**src/rtl/cp0_pkg.sv**
```systemverilog
// rtl/cp0_pkg.sv - CP0 register map, field positions, FSM states and priority helper
package cp0_pkg;

    localparam logic [4:0] CP0_STATUS = 5'd12;
    localparam logic [4:0] CP0_CAUSE  = 5'd13;
    localparam logic [4:0] CP0_EPC    = 5'd14;

    localparam int STATUS_IE_BIT   = 0;
    localparam int STATUS_MASK_LSB = 8;
    localparam int CAUSE_PEND_LSB  = 8;
    localparam int CAUSE_IDX_LSB   = 2;

    localparam int HANDLER_STRIDE = 16;

    typedef enum logic {
        IDLE    = 1'b0,
        HANDLER = 1'b1
    } cp0_state_e;

    // Highest set bit wins, so the top source has priority.
    function automatic logic [1:0] top_index(input logic [3:0] req);
        logic [1:0] idx;
        idx = 2'd0;
        for (int i = 0; i < 4; i++) begin
            if (req[i]) begin
                idx = i[1:0];
            end
        end
        return idx;
    endfunction

endpackage

```
**src/rtl/irq_edge_latch.sv**
```systemverilog
// rtl/irq_edge_latch.sv - rising-edge capture of level requests into sticky pending bits
module irq_edge_latch #(
    parameter int N = 3
) (
    input  logic         clk,
    input  logic         rst,
    input  logic [N-1:0] irq_i,
    input  logic [N-1:0] clear_i,
    output logic [N-1:0] pending_o
);

    logic [N-1:0] prev_q;
    logic [N-1:0] pending_q;
    logic [N-1:0] pending_d;
    logic [N-1:0] rise;

    assign rise = irq_i & ~prev_q;

    // A new edge in the same cycle as a service clear must not be lost.
    assign pending_d = (pending_q & ~clear_i) | rise;

    always_ff @(posedge clk) begin
        if (rst) begin
            prev_q    <= '0;
            pending_q <= '0;
        end else begin
            prev_q    <= irq_i;
            pending_q <= pending_d;
        end
    end

    assign pending_o = pending_q;

endmodule

```
**src/rtl/interrupt_controller.sv**
```systemverilog
// rtl/interrupt_controller.sv - CP0-style interrupt sequencer with EPC, Status and Cause
module interrupt_controller
    import cp0_pkg::*;
#(
    parameter int          IRQ_COUNT    = 3,
    parameter logic [31:0] HANDLER_BASE = 32'h0000_3000
) (
    input  logic                 clk,
    input  logic                 rst,
    input  logic [IRQ_COUNT-1:0] irq,
    input  logic                 retire,
    input  logic [31:0]          nextPc,
    input  logic                 mtc0,
    input  logic                 mfc0,
    input  logic                 eret,
    input  logic [4:0]           cp0Addr,
    input  logic [31:0]          writeData,
    output logic [31:0]          readData,
    output logic                 pcRedirect,
    output logic [31:0]          redirectPc,
    output logic                 inHandler,
    output logic [IRQ_COUNT-1:0] pending
);

    cp0_state_e           state_q;
    logic                 ie_q;
    logic [IRQ_COUNT-1:0] mask_q;
    logic [31:0]          epc_q;
    logic [1:0]           cause_idx_q;
    logic                 in_handler_q;

    logic [IRQ_COUNT-1:0] eligible;
    logic [3:0]           elig_wide;
    logic [1:0]           winner;
    logic                 take;
    logic                 eret_fire;
    logic [IRQ_COUNT-1:0] clear_vec;
    logic [31:0]          handler_pc;
    logic [31:0]          status_word;
    logic [31:0]          cause_word;

    irq_edge_latch #(
        .N(IRQ_COUNT)
    ) u_latch (
        .clk      (clk),
        .rst      (rst),
        .irq_i    (irq),
        .clear_i  (clear_vec),
        .pending_o(pending)
    );

    assign eligible = pending & mask_q;

    always_comb begin
        elig_wide = '0;
        elig_wide[IRQ_COUNT-1:0] = eligible;
    end

    assign winner     = top_index(elig_wide);
    assign handler_pc = HANDLER_BASE + (32'(winner) * 32'(HANDLER_STRIDE));

    // IE is the pre-edge value, so an mtc0 in the same instruction cannot gate entry.
    assign take      = (state_q == IDLE) && retire && ie_q && (|eligible) && !eret;
    assign eret_fire = retire && eret;

    always_comb begin
        clear_vec = '0;
        for (int i = 0; i < IRQ_COUNT; i++) begin
            clear_vec[i] = take && (winner == i[1:0]);
        end
    end

    assign pcRedirect = take || eret_fire;
    assign redirectPc = take      ? handler_pc :
                        eret_fire ? epc_q      : 32'h0;

    always_comb begin
        status_word = '0;
        status_word[STATUS_IE_BIT] = ie_q;
        status_word[STATUS_MASK_LSB +: IRQ_COUNT] = mask_q;
        cause_word = '0;
        cause_word[CAUSE_PEND_LSB +: IRQ_COUNT] = pending;
        cause_word[CAUSE_IDX_LSB +: 2] = cause_idx_q;
    end

    always_comb begin
        readData = 32'h0;
        if (mfc0) begin
            case (cp0Addr)
                CP0_STATUS: readData = status_word;
                CP0_CAUSE:  readData = cause_word;
                CP0_EPC:    readData = epc_q;
                default:    readData = 32'h0;
            endcase
        end
    end

    // Software writes land first; entry/return updates below override EPC and IE.
    always_ff @(posedge clk) begin
        if (rst) begin
            state_q      <= IDLE;
            ie_q         <= 1'b0;
            mask_q       <= '1;
            epc_q        <= 32'h0;
            cause_idx_q  <= 2'd0;
            in_handler_q <= 1'b0;
        end else begin
            if (retire && mtc0) begin
                if (cp0Addr == CP0_STATUS) begin
                    ie_q   <= writeData[STATUS_IE_BIT];
                    mask_q <= writeData[STATUS_MASK_LSB +: IRQ_COUNT];
                end else if (cp0Addr == CP0_EPC) begin
                    epc_q <= writeData;
                end
            end
            case (state_q)
                IDLE: begin
                    if (take) begin
                        epc_q        <= nextPc;
                        cause_idx_q  <= winner;
                        ie_q         <= 1'b0;
                        state_q      <= HANDLER;
                        in_handler_q <= 1'b1;
                    end else if (eret_fire) begin
                        ie_q <= 1'b1;
                    end
                end
                HANDLER: begin
                    if (eret_fire) begin
                        ie_q         <= 1'b1;
                        state_q      <= IDLE;
                        in_handler_q <= 1'b0;
                    end
                end
                default: state_q <= IDLE;
            endcase
        end
    end

    assign inHandler = in_handler_q;

endmodule

```
**config.mk**
```make
export PLATFORM = sky130hd
export DESIGN_NAME = interrupt_controller
export DESIGN_NICKNAME = d
export VERILOG_FILES = /design/src/rtl/cp0_pkg.sv /design/src/rtl/irq_edge_latch.sv /design/src/rtl/interrupt_controller.sv
export SDC_FILE = /design/constraint.sdc
export NUM_CORES = 1
export LEC_CHECK = 0
export BUFFER_PORTS_ARGS = -buffer_cell sky130_fd_sc_hd__buf_4
export CAP_MARGIN = 20
export CORE_ASPECT_RATIO = 1.25
export CORE_UTILIZATION = 30
export CTS_BUF_LIST = sky130_fd_sc_hd__clkbuf_16
export DETAILED_ROUTE_END_ITERATION = 7
export PLACE_DENSITY = 0.65
export SETUP_SLACK_MARGIN = 0.4
export SLEW_MARGIN = 20
export SYNTH_ARGS = -nofsm -noshare
export SYNTH_HDL_FRONTEND = slang
export SYNTH_SLANG_ARGS = --single-unit
```
**constraint.sdc**
```tcl
create_clock -name clk -period 1.8 [get_ports clk]
set_input_delay 0.18 -clock clk [delete_from_list [all_inputs] [get_ports clk]]
set_output_delay 0.18 -clock clk [all_outputs]
set_load 0.01 [all_outputs]
```
[Word-level counts from Yosys, hierarchy flattened]
Index checks and enable logic that the tools add are counted.
Word-level totals
  flip-flop bits (word level): 46
  output and inout bits: 69
  logic and storage cells: 61
Cells by class
  add/subtract/negate cells: 1
  eq/ne operators: 7
  mux-type cells: 22
  bitwise operators: 7
  reduce and logical (&&, ||, !) cells: 16
Operators by type and width (count)
  32-bit 2-to-1 mux: 8
  32-bit case mux with 3 select lines: 1
  14-bit by 6-bit adder with 15-bit output, first input constant: 1
  5-bit by 4-bit == test with 1-bit output, second input constant: 3
  3-bit bitwise AND: 3
  1-bit logical AND: 9
  1-bit 2-to-1 mux: 9
  3-bit inverter: 2
  1-bit case mux with 2 select lines: 3
  2-bit AND reduction: 3
  3-bit bitwise OR: 1
  3-bit OR reduction: 1
  2-bit by 1-bit == test with 1-bit output, second input constant: 1
  2-bit == test, second input constant: 1
  2-bit logical NOT: 1
  2-bit 2-to-1 mux: 1
  2-bit by 1-bit inequality test with 1-bit output, second input constant: 1
  2-bit inequality test, second input constant: 1
  1-bit logical NOT: 1
  1-bit logical OR: 1
  1-bit inverter: 1

[Depth between registers and ports, before layout]
  word-level depth: 9
  mapped depth: 6
  depth with buffers taken out: 3

[Hierarchy]
Synthesis repeated with hierarchy kept, for this count alone.
Second synthesis, totals
  cells, all modules: 349
  area, all modules: 2934.1 µm²
By module, submodules not included
  interrupt_controller: instances 1, cells each 331, area an instance 2716.4 µm²
  irq_edge_latch: instances 1, cells each 18, area an instance 217.7 µm²

[Least setup slack after synthesis]
OpenSTA, ideal clock, no wires.
  path type: flip-flop to output port
  start point: reg u_latch.pending_q[0], in the netlist u_latch.pending_o[0]
  end point: out pcRedirect
  data arrival time: 1.351 ns
  setup slack: 0.269 ns
  cell stages (with the launch flop): 7
  path buffers: 3
  path through: dfxtp_1 a222oi_1 buf_2 or2_1 buf_4 buf_6 nand2_1
On the way
  word-level cells in the longest chain between the ends: 5
RTL lines
  start: declaration: RTL line irq_edge_latch.sv:13  | logic [N-1:0] pending_q;
  start signal: assignment: RTL line irq_edge_latch.sv:28  | pending_q <= pending_d;
  3-bit bitwise AND: RTL line interrupt_controller.sv:52  | assign eligible = pending & mask_q;
  3-bit OR reduction: RTL line interrupt_controller.sv:63  | assign take = (state_q == IDLE) && retire && ie_q && (|eligible) && !eret;
  1-bit logical AND (2 in a row): RTL line interrupt_controller.sv:63
  1-bit logical OR: RTL line interrupt_controller.sv:73  | assign pcRedirect = take || eret_fire;
  end: declaration: RTL line interrupt_controller.sv:19  | output logic pcRedirect,
Every way passes these cells.

[Worst setup path after layout]
  start point: reg state_q
  end point: out redirectPc[4]
On the way
  word-level cells in the longest chain between the ends: 6
RTL lines
  start: declaration: RTL line interrupt_controller.sv:25  | cp0_state_e state_q;
  start signal: assignment: RTL line interrupt_controller.sv:101  | state_q <= IDLE;
  start signal: assignment: RTL line interrupt_controller.sv:122  | state_q <= HANDLER;
  start signal: assignment: RTL line interrupt_controller.sv:131  | state_q <= IDLE;
  1-bit inverter (no line)
  1-bit logical AND (4 in a row): RTL line interrupt_controller.sv:63
  32-bit 2-to-1 mux: RTL line interrupt_controller.sv:74  | assign redirectPc = take ? handler_pc :
  end: declaration: RTL line interrupt_controller.sv:20  | output logic [31:0] redirectPc,
Every way passes these cells.

==> report_table.html <==
<table>
<tr><th>Metric</th><th>Value</th></tr>
<tr><th colspan="2">Run status</th></tr>
<tr><td>Result of the run</td><td>complete, no violations</td></tr>
<tr><th colspan="2">Die</th></tr>
<tr><td>Total Die Area</td><td>roughly 10000 µm²</td></tr>
<tr><td>Die H</td><td>111 µm</td></tr>
<tr><td>Row cnt</td><td>39</td></tr>
<tr><td>Top Ports</td><td>about 150</td></tr>
<tr><td>Floorplan die width</td><td>slightly below 90 µm</td></tr>
<tr><td>Starting density of the core</td><td>0.311</td></tr>
<tr><td>Placeable core area</td><td>slightly above 9000 µm²</td></tr>
<tr><th colspan="2">Setup path</th></tr>
<tr><td>Worst setup SP type</td><td>flop</td></tr>
<tr><td>Register-to-Register Setup Slack</td><td>approximately 180 ps</td></tr>
<tr><td>Category of the most critical setup path</td><td>flop to output pin</td></tr>
<tr><td>FF-to-FF Start</td><td>state_q</td></tr>
<tr><td>Data arrival time of the worst path</td><td>around 1500 ps</td></tr>
<tr><td>Register-to-Register Path Depth</td><td>7</td></tr>
<tr><td>Req. time, crit path</td><td>1620 ps</td></tr>
<tr><td>Endpoint of the worst register-to-register path</td><td>epc_q[14]</td></tr>
<tr><td>Maximum fanout count along the critical path</td><td>2</td></tr>
<tr><td>Kind of end point of the critical path</td><td>output pin</td></tr>
<tr><th colspan="2">Clocking</th></tr>
<tr><td>Clock tree from TritonCTS</td><td>built</td></tr>
<tr><td>Clock Sinks</td><td>46</td></tr>
<tr><td>Hold-fix buffers, CTS</td><td>0</td></tr>
<tr><td>Clk_lat worst skew</td><td>between 200 and 300 ps</td></tr>
<tr><td>Inserted Clock Buffers</td><td>5</td></tr>
<tr><td>Worst-case clock buffer depth</td><td>2</td></tr>
<tr><td>Clock transition at the registers of the reported paths</td><td>70 ps</td></tr>
<tr><td>CTS root buffer</td><td>sky130_fd_sc_hd__clkbuf_16</td></tr>
<tr><td>Max H-tree Level</td><td>2</td></tr>
<tr><th colspan="2">Cells and area</th></tr>
<tr><td>Fraction of the core area covered by cells at the end of the flow</td><td>0.527</td></tr>
<tr><td>Total number of nets in the final design</td><td>around 580</td></tr>
<tr><td>Most common cell after layout, fill and taps aside</td><td>sky130_fd_sc_hd__buf_4</td></tr>
<tr><td>Relative area change from synthesis to final layout</td><td>69.5%</td></tr>
<tr><td>Count of antenna diodes in the layout</td><td>0</td></tr>
<tr><td>Filler cell count in the final layout</td><td>approximately 850</td></tr>
<tr><td>Most used cells in the layout excluding fill and tap cells</td><td>143 x sky130_fd_sc_hd__buf_4, 39 x sky130_fd_sc_hd__nand3_1, 38 x sky130_fd_sc_hd__dfxtp_1, 36 x sky130_fd_sc_hd__o21ai_0, 32 x sky130_fd_sc_hd__nor3_1</td></tr>
<tr><td>Layout cell share with drive strength beyond 1</td><td>0.536</td></tr>
<tr><th colspan="2">Detailed routing</th></tr>
<tr><td>Iter 0 DRT Violations</td><td>315</td></tr>
<tr><td>Final wirelength</td><td>12100 µm</td></tr>
<tr><td>Drt first pass iters</td><td>5</td></tr>
<tr><td>Remaining DRCs</td><td>0</td></tr>
<tr><td>Number of nets with antenna violations after routing</td><td>0</td></tr>
<tr><td>Via count</td><td>3479</td></tr>
<tr><td>Via/cell ratio</td><td>about 5.5</td></tr>
<tr><td>Drt wl/cell</td><td>around 19 µm</td></tr>
<tr><th colspan="2">Synthesis</th></tr>
<tr><td>Post-synth cell types</td><td>39</td></tr>
<tr><td>Area of the mapped netlist</td><td>2870 µm²</td></tr>
<tr><td>Mean Syn Cell Area</td><td>slightly above 8 µm²</td></tr>
<tr><td>Synth async-reset ratio</td><td>0</td></tr>
<tr><td>Cell count after synthesis</td><td>353</td></tr>
<tr><td>Sequential cell area fraction in the yosys report</td><td>0.321</td></tr>
<tr><td>Flip-flop cell with the highest count after synthesis</td><td>sky130_fd_sc_hd__dfxtp_1</td></tr>
<tr><td>Yosys Warn Count</td><td>0</td></tr>
<tr><td>Number of register bits inferred by synthesis</td><td>between 40 and 50</td></tr>
<tr><td>Synthesized netlist net count</td><td>~430</td></tr>
<tr><td>Number of synthesized flops with an enable pin</td><td>0</td></tr>
<tr><th colspan="2">Timing</th></tr>
<tr><td>Maximum clock rate</td><td>a little over 600 MHz</td></tr>
<tr><td>Endpoints failing hold</td><td>0</td></tr>
<tr><td>RSZ-0062 raised after global routing</td><td>true</td></tr>
<tr><td>Worst Max-Slew Pin Slew</td><td>480 ps</td></tr>
<tr><td>Fin Setup TNS</td><td>0 ps</td></tr>
<tr><td>Max Clock Skew</td><td>between 7 and 8 ps</td></tr>
<tr><td>Minimum setup slack in the final design</td><td>154 ps</td></tr>
<tr><td>Hold WS</td><td>92.8 ps</td></tr>
<tr><td>Max Slew Vio Count</td><td>0</td></tr>
<tr><td>Worst max-slew margin expressed relative to the limit</td><td>0.680</td></tr>
<tr><td>Setup violators final</td><td>0</td></tr>
<tr><td>Final period util</td><td>0.914</td></tr>
<tr><td>Fin crit period</td><td>1650 ps</td></tr>
<tr><th colspan="2">Global route</th></tr>
<tr><td>Antenna violations before repair</td><td>0</td></tr>
<tr><td>Wire length of the first global-routing pass</td><td>around 17000 µm</td></tr>
<tr><td>Combined global-route utilization of all metal layers</td><td>0.227</td></tr>
<tr><td>Number of global-route vias before repair</td><td>between 3000 and 4000</td></tr>
<tr><td>Maximum number of pins on one net before global-route repair</td><td>37</td></tr>
<tr><td>Total global routing overflow</td><td>0</td></tr>
<tr><th colspan="2">Min path</th></tr>
<tr><td>Tightest Hold Check Type</td><td>primary input to flop</td></tr>
<tr><td>Startpoint of the worst hold path</td><td>irq[0]</td></tr>
<tr><td>Number of instances on the worst hold path</td><td>3</td></tr>
<tr><td>Endpoint of the worst hold-timing path</td><td>u_latch.prev_q[0]</td></tr>
<tr><th colspan="2">Placement</th></tr>
<tr><td>Post-detailed-placement half-perimeter wirelength</td><td>slightly below 8000 µm</td></tr>
<tr><td>Count of input and output buffers</td><td>~150</td></tr>
<tr><td>Routability congestion estimate from global placement</td><td>just under 0.9</td></tr>
<tr><td>Pre-CTS worst setup slack</td><td>~120 ps</td></tr>
<tr><th colspan="2">Power and ir drop</th></tr>
<tr><td>Total chip power</td><td>between 2 and 3 mW</td></tr>
<tr><td>Reported leakage power</td><td>roughly 2.1 nW</td></tr>
<tr><td>Peak supply drop</td><td>approximately 340 µV</td></tr>
<tr><td>Power per cell area</td><td>about 540 nW/µm²</td></tr>
<tr><th colspan="2">Flow run</th></tr>
<tr><td>MaxCap Viol Count</td><td>0</td></tr>
</table>
[registers in the layout, indices dropped and copies added, names as in the netlist]
signal,flops
cause_idx_q,2
u_latch.prev_q,3
mask_q,3
inHandler,1
ie_q,1
epc_q,32
state_q,1
u_latch.pending_o,3
[logic make-up after synthesis]
kind of cell,count (synthesis),synth area share
flip-flops,46,0.321
multiplexers,4,0.0140
AND/OR/NAND/NOR,167,0.325
buffers and inverters,47,0.0772
AO/OA/AOI/OAI,89,0.263
[through the flow]
step	instances	instance area [µm²]
global route	627	4860
floorplan	353	2900
finish	627	4860
detailed placement	596	4090
CTS	619	4580
global placement	596	4090
[how the worst max path moves through the flow]
stage,from,endpoint,cells past startpoint
5_1_grt,u_latch.pending_o[0],pcRedirect,5
3_3_place_gp,mask_q[1],epc_q[0],4
6_report,state_q,redirectPc[4],5
2_1_floorplan,u_latch.pending_o[0],pcRedirect,6
4_1_cts,state_q,redirectPc[4],5
3_5_place_dp,mask_q[0],epc_q[0],4
[synth_stat cells, types with 2 or more instances]
cell	n	area [µm²]
sky130_fd_sc_hd__dfxtp_1	46	921
sky130_fd_sc_hd__nand3_1	39	195
sky130_fd_sc_hd__o21ai_0	37	185
sky130_fd_sc_hd__nor3_1	33	165
sky130_fd_sc_hd__and3_1	29	181
sky130_fd_sc_hd__and2_1	28	175
sky130_fd_sc_hd__a311oi_2	26	390
sky130_fd_sc_hd__clkbuf_1	24	90.1
sky130_fd_sc_hd__nand2_1	17	63.8
sky130_fd_sc_hd__buf_2	13	65.1
sky130_fd_sc_hd__a21oi_1	8	40.0
sky130_fd_sc_hd__a311oi_1	6	52.6
sky130_fd_sc_hd__inv_1	4	15.0
sky130_fd_sc_hd__mux2i_1	4	40.0
sky130_fd_sc_hd__o21ai_1	4	20.0
sky130_fd_sc_hd__buf_6	3	33.8
sky130_fd_sc_hd__nand2b_1	3	18.8
sky130_fd_sc_hd__nor2b_1	3	18.8
sky130_fd_sc_hd__or2_2	3	18.8
sky130_fd_sc_hd__a22oi_1	2	15.0
sky130_fd_sc_hd__clkbuf_2	2	10.0
sky130_fd_sc_hd__nor2_1	2	7.51
[layer usage]
layer / routed length (µm) / global-route usage
met5: 0 / 0
met4: 444 / 0.108
met3: 685 / 0.0283
met2: 6210 / 0.376
met1: 4720 / 0.288
[power breakdown]
| group | leakage (nW) | total (mW) | switching [mW] | internal [mW] |
|---|---|---|---|---|
| clock network | 0.0750 | 0.920 | 0.410 | 0.510 |
| logic | 1.62 | 0.620 | 0.285 | 0.336 |
| registers | 0.375 | 1.08 | 0.0293 | 1.05 |
| total | 2.07 | 2.62 | 0.724 | 1.90 |
[worst max-delay path, cell delays in order, from the launching register on]
cell	delay, ps
sky130_fd_sc_hd__dfxtp_2	330
sky130_fd_sc_hd__nand4bb_4	200
sky130_fd_sc_hd__buf_6	140
sky130_fd_sc_hd__or3_4	340
sky130_fd_sc_hd__nand2_4	80
sky130_fd_sc_hd__buf_6	90
[repair_timing]
item	4_1_cts	5_1_grt
pin swaps	7	21
setup endpoints to repair	72	70
gates resized for setup	41	53
cloned	3	3
setup buffers	12	5
[cell type report]
cell class	instances	area (µm²)	share of cell area
Timing Repair Buffer	186	1710	0.352
Inverter	4	15.0	0.00309
Tap cell	123	154	0.0317
Clock inverter	3	17.5	0.00360
Multi-Input combinational cell	260	1900	0.391
Clock buffer	5	125	0.0257
Sequential cell	46	938	0.193
No activity file was read; power rests on OpenSTA's default activity.
